**src/rtl/ysyx_25060170_lsu_pkg.sv**
```systemverilog
// LSU shared definitions.
// Op and size encodings plus the FSM state type.
package ysyx_25060170_lsu_pkg;

    localparam logic [1:0] OP_PASS  = 2'b00;
    localparam logic [1:0] OP_LOAD  = 2'b01;
    localparam logic [1:0] OP_STORE = 2'b10;

    localparam logic [1:0] SZ_B = 2'b00;
    localparam logic [1:0] SZ_H = 2'b01;
    localparam logic [1:0] SZ_W = 2'b10;

    typedef enum logic [1:0] {
        IDLE = 2'b00,
        REQ  = 2'b01,
        WAIT = 2'b10,
        OUT  = 2'b11
    } state_e;

endpackage

```
**src/rtl/ysyx_25060170_lsu_align.sv**
```systemverilog
// LSU lane logic.
// Store replicate/strobe and load lane select/extend.
module ysyx_25060170_lsu_align
    import ysyx_25060170_lsu_pkg::*;
(
    input  logic [1:0]  size,
    input  logic        is_unsigned,
    input  logic [1:0]  addr_lo,
    input  logic [31:0] wdata,
    input  logic [31:0] rdata,
    output logic [31:0] st_wdata,
    output logic [3:0]  st_wstrb,
    output logic [31:0] ld_data
);

    logic [7:0]  ld_byte;
    logic [15:0] ld_half;

    // Store data replication and byte strobes; size 11 acts as word.
    always_comb begin
        st_wdata = wdata;
        st_wstrb = 4'b1111;
        unique case (size)
            SZ_B: begin
                st_wdata = {4{wdata[7:0]}};
                st_wstrb = 4'b0001 << addr_lo;
            end
            SZ_H: begin
                st_wdata = {2{wdata[15:0]}};
                st_wstrb = addr_lo[1] ? 4'b1100 : 4'b0011;
            end
            default: begin
                st_wdata = wdata;
                st_wstrb = 4'b1111;
            end
        endcase
    end

    // Load lane select and sign/zero extension.
    always_comb begin
        ld_byte = rdata[7:0];
        unique case (addr_lo)
            2'b00: ld_byte = rdata[7:0];
            2'b01: ld_byte = rdata[15:8];
            2'b10: ld_byte = rdata[23:16];
            2'b11: ld_byte = rdata[31:24];
        endcase
        ld_half = addr_lo[1] ? rdata[31:16] : rdata[15:0];
        unique case (size)
            SZ_B:    ld_data = {{24{~is_unsigned & ld_byte[7]}}, ld_byte};
            SZ_H:    ld_data = {{16{~is_unsigned & ld_half[15]}}, ld_half};
            default: ld_data = rdata;
        endcase
    end

endmodule

```
**src/rtl/ysyx_25060170_lsu.sv**
```systemverilog
// Load/store unit: one bus transaction at a time, valid/ready to write-back.
// Optional misalign trap: YSYX_25060170_LSU_MISALIGN_CHECK_EN.
module ysyx_25060170_lsu
    import ysyx_25060170_lsu_pkg::*;
#(
    parameter int ADDR_W = 32,
    parameter int DATA_W = 32
) (
    input  logic              clk,
    input  logic              rst,
    input  logic              in_valid,
    output logic              in_ready,
    input  logic [1:0]        in_op,
    input  logic [1:0]        in_size,
    input  logic              in_unsigned,
    input  logic [ADDR_W-1:0] in_addr,
    input  logic [DATA_W-1:0] in_wdata,
    output logic              mem_req,
    output logic              mem_we,
    output logic [ADDR_W-1:0] mem_addr,
    output logic [DATA_W-1:0] mem_wdata,
    output logic [3:0]        mem_wstrb,
    input  logic              mem_gnt,
    input  logic              mem_rvalid,
    input  logic [DATA_W-1:0] mem_rdata,
    output logic              out_valid,
    input  logic              out_ready,
    output logic [DATA_W-1:0] out_data,
    output logic              out_err
);

    state_e            state_q, state_d;
    logic [1:0]        op_q;
    logic [1:0]        size_q;
    logic              uns_q;
    logic [ADDR_W-1:0] addr_q;
    logic [DATA_W-1:0] wdata_q;
    logic [DATA_W-1:0] data_q;
    logic              err_q;

    logic              in_mem;
    logic              misal;
    logic              is_store;
    logic [31:0]       st_wdata;
    logic [3:0]        st_wstrb;
    logic [31:0]       ld_data;

    assign in_mem   = (in_op == OP_LOAD) || (in_op == OP_STORE);
    assign is_store = (op_q == OP_STORE);

`ifdef YSYX_25060170_LSU_MISALIGN_CHECK_EN
    assign misal = in_mem &&
                   (((in_size == SZ_H) && in_addr[0]) ||
                    (in_size[1] && (in_addr[1:0] != 2'b00)));
`else
    assign misal = 1'b0;
`endif

    ysyx_25060170_lsu_align u_align (
        .size        (size_q),
        .is_unsigned (uns_q),
        .addr_lo     (addr_q[1:0]),
        .wdata       (wdata_q),
        .rdata       (mem_rdata),
        .st_wdata    (st_wdata),
        .st_wstrb    (st_wstrb),
        .ld_data     (ld_data)
    );

    // State register; reset abandons any transaction.
    always_ff @(posedge clk or posedge rst) begin
        if (rst) state_q <= IDLE;
        else     state_q <= state_d;
    end

    // Next-state logic.
    always_comb begin
        state_d = state_q;
        unique case (state_q)
            IDLE: if (in_valid) state_d = (!in_mem || misal) ? OUT : REQ;
            REQ:  if (mem_gnt) state_d = WAIT;
            WAIT: if (mem_rvalid) state_d = OUT;
            OUT:  if (out_ready) state_d = IDLE;
        endcase
    end

    // Capture the op on accept and the aligned result on response.
    always_ff @(posedge clk or posedge rst) begin
        if (rst) begin
            op_q    <= OP_PASS;
            size_q  <= SZ_B;
            uns_q   <= 1'b0;
            addr_q  <= '0;
            wdata_q <= '0;
            data_q  <= '0;
            err_q   <= 1'b0;
        end else if (state_q == IDLE && in_valid) begin
            op_q    <= in_op;
            size_q  <= in_size;
            uns_q   <= in_unsigned;
            addr_q  <= in_addr;
            wdata_q <= in_wdata;
            data_q  <= in_addr;
            err_q   <= misal;
        end else if (state_q == WAIT && mem_rvalid) begin
            data_q  <= is_store ? '0 : ld_data;
        end
    end

    assign in_ready  = (state_q == IDLE) && !rst;
    assign mem_req   = (state_q == REQ);
    assign mem_we    = mem_req && is_store;
    assign mem_addr  = addr_q;
    assign mem_wdata = st_wdata;
    assign mem_wstrb = mem_we ? st_wstrb : 4'b0000;
    assign out_valid = (state_q == OUT);
    assign out_data  = data_q;
    assign out_err   = err_q;

endmodule

```
**config.mk**
```make
export PLATFORM = sky130hd
export DESIGN_NAME = ysyx_25060170_lsu
export DESIGN_NICKNAME = d
export VERILOG_FILES = /design/src/rtl/ysyx_25060170_lsu_pkg.sv /design/src/rtl/ysyx_25060170_lsu_align.sv /design/src/rtl/ysyx_25060170_lsu.sv
export SDC_FILE = /design/constraint.sdc
export NUM_CORES = 1
export LEC_CHECK = 0
export CORE_UTILIZATION = 30
export DETAILED_ROUTE_END_ITERATION = 10
export GPL_TIMING_DRIVEN = 0
export SLEW_MARGIN = 25
export SYNTH_ARGS = -nofsm -noshare
export SYNTH_HDL_FRONTEND = slang
export SYNTH_SLANG_ARGS = --single-unit
```
**constraint.sdc**
```tcl
create_clock -name clk -period 7.6 [get_ports clk]
set_clock_uncertainty 0.2 [all_clocks]
set_input_delay 1.52 -clock clk [delete_from_list [all_inputs] [get_ports clk]]
set_output_delay 1.52 -clock clk [all_outputs]
set_load 0.01 [all_outputs]
```
==> After elaboration in Yosys (flattened, before gate mapping) <==
Index checks and enable logic that the tools add are counted.
{ "totals": {"inputBits": 107, "mem_bits_rw": 0, "ff_bits": 103, "rom_bits": 0, "latch_bits": 0, "memories": 0} }
{ "op_classes": {"n_eq_ne": 14, "bitwise_logic": 3, "reduce_logical": 11, "n_mux": 16, "div_mod_pow": 0, "mul": 0, "n_addsub": 0, "order_cmp": 0, "n_shift": 1} }
{ "op_table": {"columns": ["op", "n"], "rows": [
  ["$pmux 32 s2", 2],
  ["$mux 32", 3],
  ["$pmux 8 s4", 1],
  ["$mux 16", 1],
  ["$eq 2x2->1 const B", 6],
  ["$mux 2", 5],
  ["$eq 2x1->1 const B", 4],
  ["$mux 4", 2],
  ["$pmux 2 s4", 1],
  ["$pmux 4 s2", 1],
  ["$logic_not 2->1", 3],
  ["$logic_and 1x1->1", 4],
  ["$ne 2x1->1 const B", 2],
  ["$ne 2x2->1 const B", 2],
  ["$reduce_and 4->1", 1],
  ["$shl 1x2->4 const A", 1],
  ["$and 1x1->1", 2],
  ["$reduce_bool 2->1", 1],
  ["$logic_not 1->1", 1],
  ["$logic_or 1x1->1", 1],
  ["$not 1->1", 1]
]} }

==> Depth between registers and ports, before layout <==
Gate-level depths: netlist of the first run.
{ "logic_depth": {"word_depth": 7, "depth_mapped": 8, "depth_no_buf": 6} }

==> Hierarchy <==
From an unflattened synthesis of the first run, not the netlist that was laid out.
{ "hier_totals": {"cells_unflattened": 558, "area_unflattened_um2": 5417.7} }
{ "by_module_without_submodules": {"columns": ["module", "seq_area_each_um2", "area_per_inst_um2", "cells_per_inst", "instances"], "rows": [
  ["ysyx_25060170_lsu", 2577.5, 4161.5, 367, 1],
  ["ysyx_25060170_lsu_align", 0.0, 1256.2, 191, 1]
]} }

==> Worst setup path before layout of the first run <==
OpenSTA, ideal clock, no wires.
{ "synth_timing": {"path_type": "input to output", "startpoint": "in rst", "endpoint": "out in_ready", "slack_ns": 4.203, "stages": 1, "t_arrival_ns": 1.677, "required_time_ns": 5.880, "cell_sequence": "nor2_1"} }
{ "synth_via": {"elab_chain_cells": 2} }
{ "synth_rtl": {"columns": ["item", "line_no", "text"], "rows": [
  ["start: declaration", "ysyx_25060170_lsu.sv:10", "input logic rst,"],
  ["$logic_not 1->1", "ysyx_25060170_lsu.sv:110", "assign in_ready = (state_q == IDLE) && !rst;"],
  ["$logic_and 1x1->1", "ysyx_25060170_lsu.sv:110", null],
  ["end: declaration", "ysyx_25060170_lsu.sv:12", "output logic in_ready,"]
]} }
Every way passes these cells.

==> Final worst setup path of the first run <==
{ "layout_timing": {"startpoint": "reg size_q[1]", "endpoint": "out mem_wdata[30]"} }
{ "layout_via": {"elab_chain_cells": 2, "elab_cells_between_ends": 3} }
{ "layout_rtl": {"columns": ["item", "line_no", "text"], "rows": [
  ["start: declaration", "ysyx_25060170_lsu.sv:34", "logic [1:0] size_q;"],
  ["start signal: assignment", "ysyx_25060170_lsu.sv:99", "size_q <= in_size;"],
  ["$eq 2x1->1 or $logic_not 2->1 (tied branches)", "ysyx_25060170_lsu_align.sv:23", "unique case (size)"],
  ["$pmux 32 s2 (*)", "ysyx_25060170_lsu_align.sv:23", null],
  ["end: declaration", "ysyx_25060170_lsu.sv:21", "output logic [DATA_W-1:0] mem_wdata,"]
]} }
Every way passes the cells marked *; elsewhere a longest branch is shown, timed or not.

==> flow_metrics.tcl, run 1 <==
set metrics [dict create \
    finalWirelength_mm 18.44 \
    hold_viol 0 \
    crit_arrival_ps 2830 \
    design_area_mm2 0.007796 \
    critical_path.max_fanout 10 \
    relSlewSlack 0.5113 \
    power.leakage_nw 3.554 \
    post-route-period-util 0.5986 \
    swShare 0.3903 \
    synth_top_family_by_area "simple AND/OR/NAND/NOR gates" \
    dieWidth_um 132.0 \
    synth-xor-area-share 0.001726 \
    groute.usage.overall 0.2174 \
    hold_path.class "flip-flop to flip-flop" \
    power_frac_seq 0.301 \
    regArea_mm2 0.002577 \
    cts-buffers-inserted 9 \
    antennaDiodeCount 0 \
    final.setup.tns_ps 0 \
    hpwl_mm 14.42 \
    drt-initial-drc-count 264 \
    cts_setup_buffers 0 \
    critPathRequiredTime_ps 5880 \
    firstDrtPassIters 5 \
    worst_pin_slew_ps 733.1 \
    place_congestion 0.8801 \
    yosys.area_share.simple 0.2074 \
    wl_per_cell_um 18.22 \
    num_rows 47 \
    synth_edf_count 0 \
    start_util 0.3070 \
    synth-adder-area-share 0.01233 \
    layout-drive-gt1-share 0.07828 \
    synthesis.nets 678 \
    ys_seq_area_frac 0.5080 \
    critPathKind "flip-flop to output pin" \
    vdd_ir_drop_max_mv 0.1998 \
    htreeDepth 3 \
    placed_cells 997 \
    yosysWarnings 0 \
    vias 4950 \
    grt_max_degree 70 \
    grt_pass1_wl_mm 28.64 \
    fin_nets 900 \
    ioPinCount 212 \
    syn_avg_cell_area_um2 8.964 \
    antenna_left 0 \
    multi_input_area_mm2 0.002253 \
    viasPerCell 4.891 \
    clock-sinks 103 \
    core-area_mm2 0.01652 \
    clock_tree.root_cell "clkbuf_16" \
    clk_pin_slew_ps 70 \
    slew_violations 0 \
    ctsResizeCount 0 \
    clock_latency_ps 350 \
    clk_path_buf_depth 2 \
    fill_cells 1581 \
    combPwrFrac 0.547 \
    critPathLaunchType "flip-flop" \
    synthCells 566 \
    dp_slack_ps 3206 \
    fp.dieH_um 132.0 \
    synth_seq_cells 103 \
    grt_pass1_vias 5116 \
    synthToLayoutAreaGrowth_pct 53.66 \
    pwr-share-clk 0.152 \
    cts_tree "done" \
    synthesis.area_mm2 0.005074 \
    rsz0062_at_grt "false" \
    status "finished, final reports clean" \
    synth_ff_type "dfrtp_1" \
    synthMuxAreaShare 0.07546 \
    dieArea_mm2 0.01744 \
    fmax_mhz 219.8 \
    numPortBuffers 210 \
    intPower_mw 1.990 \
    grt-ovfl-total 0 \
    cap_violations 0 \
    postCtsHoldBufs 0 \
    setup_violations 0 \
    async_flop_share 1.000 \
    synth_compound_area_frac 0.1465 \
    setup_ws_ps 3051 \
    final_cells 1012 \
    placed_area_mm2 0.007483 \
    antenna_found_initial 0 \
    switchingPower_mw 1.274 \
    cp-end-kind "output pin" \
    drc 0 \
    finalCriticalPeriod_ps 4549 \
    p_per_area_mw_per_mm2 418.7 \
    yosysUniqueCellTypes 42 \
]
-- power groups by stage --
stage,registers [mW],logic (mW),clock network (mW)
after floorplan,1.01,0.850,0
after global placement,0.978,1.77,0
after detailed placement,0.991,1.79,0
after CTS,0.983,1.81,0.508
after global routing,1.01,1.94,0.528
final,0.982,1.79,0.495
-- state kept, by name, summed over array words and instances, names as in the netlist --
name      cells
wdata_q      32
uns_q         1
op_q          2
mem_addr     32
size_q        2
state_q       2
out_data     32
-- final cells by class --
type                            instances  share of cell area
Inverter                               10            0.005457
Tap cell                              220             0.03531
Multi-Input combinational cell        411              0.2890
Clock inverter                          4            0.008987
Timing Repair Buffer                  211              0.2731
Buffer                                 42             0.02632
Clock buffer                           11             0.03113
Sequential cell                       103              0.3306
-- cells in the final DEF, fill, tap and decap left out, types with 3 or more instances in the layout --
cell             netlist  routed
nand2_1              230     230
clkdlybuf4s50_1        0     210
dfrtp_1              103     103
a21oi_1               28      28
o21ai_0               23      23
clkbuf_1              21      22
mux2i_1               18      18
mux2_2                16      16
o211ai_1              14      14
inv_1                 10       9
a22oi_1                9       9
o211ai_2               9       9
buf_4                  9       9
clkbuf_16              0       9
or3_1                  8       8
a21boi_0               7       7
nor2_1                 7       7
buf_1                  6       6
buf_2                  5       5
ha_1                   5       5
a21o_1                 4       4
nor2b_1                3       3
o22a_1                 3       3
and3_1                 3       3
a221o_1                3       3
o31ai_1                3       3
-- metrics by stage --
step,util,total power [mW],hold WS (ps)
floorplan,-,1.863,237.9
global placement,0.4509,2.748,255.7
detailed placement,0.4529,2.785,253.9
CTS,0.4718,3.297,271.1
global route,0.4718,3.480,289.5
finish,0.4718,3.264,269.1
-- layer usage --
layer	GRT usage	up-vias	routed length, um
met5	0	-	0
met4	0.09884	0	541
met3	0.05344	31	1535
met2	0.3539	229	8557
met1	0.2726	2364	7805
li1	-	2326	-
-- path summary, 6_finish.rpt --
kind	slack [ps]	depth (start not counted)	from	to
min in group asynchronous	1360	2	rst	out_data[14]$_DFFE_PP0P_
max in group asynchronous	5190	3	rst	mem_addr[24]$_DFFE_PP0P_
min reg2reg	270	2	op_q[1]$_DFFE_PP0P_	op_q[1]$_DFFE_PP0P_
max reg2reg	4750	8	state_q[0]$_DFFE_PP0P_	size_q[0]$_DFFE_PP0P_
max	3050	6	size_q[1]$_DFFE_PP0P_	mem_wdata[30]
min	270	2	op_q[1]$_DFFE_PP0P_	op_q[1]$_DFFE_PP0P_
-- synthesized netlist by cell type, types with 2 or more instances --
cell      instances  area (um2)
a22oi_1           9       67.56
clkbuf_1         21       78.83
or3_1             8       50.05
o31ai_1           3       22.52
nor2_1            7       26.28
mux2_2           16       180.2
a221o_1           3       30.03
ha_1              5       62.56
dfrtp_1         103        2577
buf_2             5       25.02
buf_1             6       22.52
inv_1            10       37.54
o211ai_1         14       105.1
o211ai_2          9       112.6
a21boi_0          7       52.55
a21o_1            4       30.03
o21ai_0          23       115.1
o22a_1            3       26.28
buf_4             9       67.56
nand2b_1          2       12.51
a21oi_1          28       140.1
mux2i_1          18       180.2
and3_1            3       18.77
nand2_1         230       863.3
nor2b_1           3       18.77
-- critical path, stage by stage (launching register included) --
cell and delay (ps):
dfrtp_1 340, buf_2 220, buf_1 570, clkbuf_1 480, nand2_1 140, o21ai_0 120, clkdlybuf4s50_1 600
-- cell families (layout without fill, tap and decap cells) --
logic type	after synthesis	count (layout)
simple gates	261	261
fa+ha+maj	5	5
compound gates	108	108
xor+xnor	1	1
flops	103	103
buf+inv	52	278
mux	35	35
other cells	1	1
Note: power is estimated with default switching activity, not from simulation.
==> run 2: changes to the inputs <==
- clock period: 7.6 -> 4.3 ns (I/O delays scaled with it)
==> results of run 2 <==
The final DEF is identical to that of run 1. Status: finished, final reports clean.
Main changes from that run: setup slack after placement 3206 ps -> 751.1 ps; setup slack after layout 3051 ps -> 410.7 ps; register-to-register setup slack 4750 ps -> 1450 ps; total power 3.264 mW -> 5.769 mW; worst IR drop on VDD 0.1998 mV -> 0.3532 mV
==> run 3: changes to the inputs <==
- HOLD_SLACK_MARGIN: unset -> 0.12
==> results of run 3 <==
The final DEF is identical to that of run 1. Status: finished, final reports clean.
Main changes from that run: setup slack after placement 3206 ps -> 751.1 ps; setup slack after layout 3051 ps -> 410.7 ps; register-to-register setup slack 4750 ps -> 1450 ps; total power 3.264 mW -> 5.769 mW; worst IR drop on VDD 0.1998 mV -> 0.3532 mV
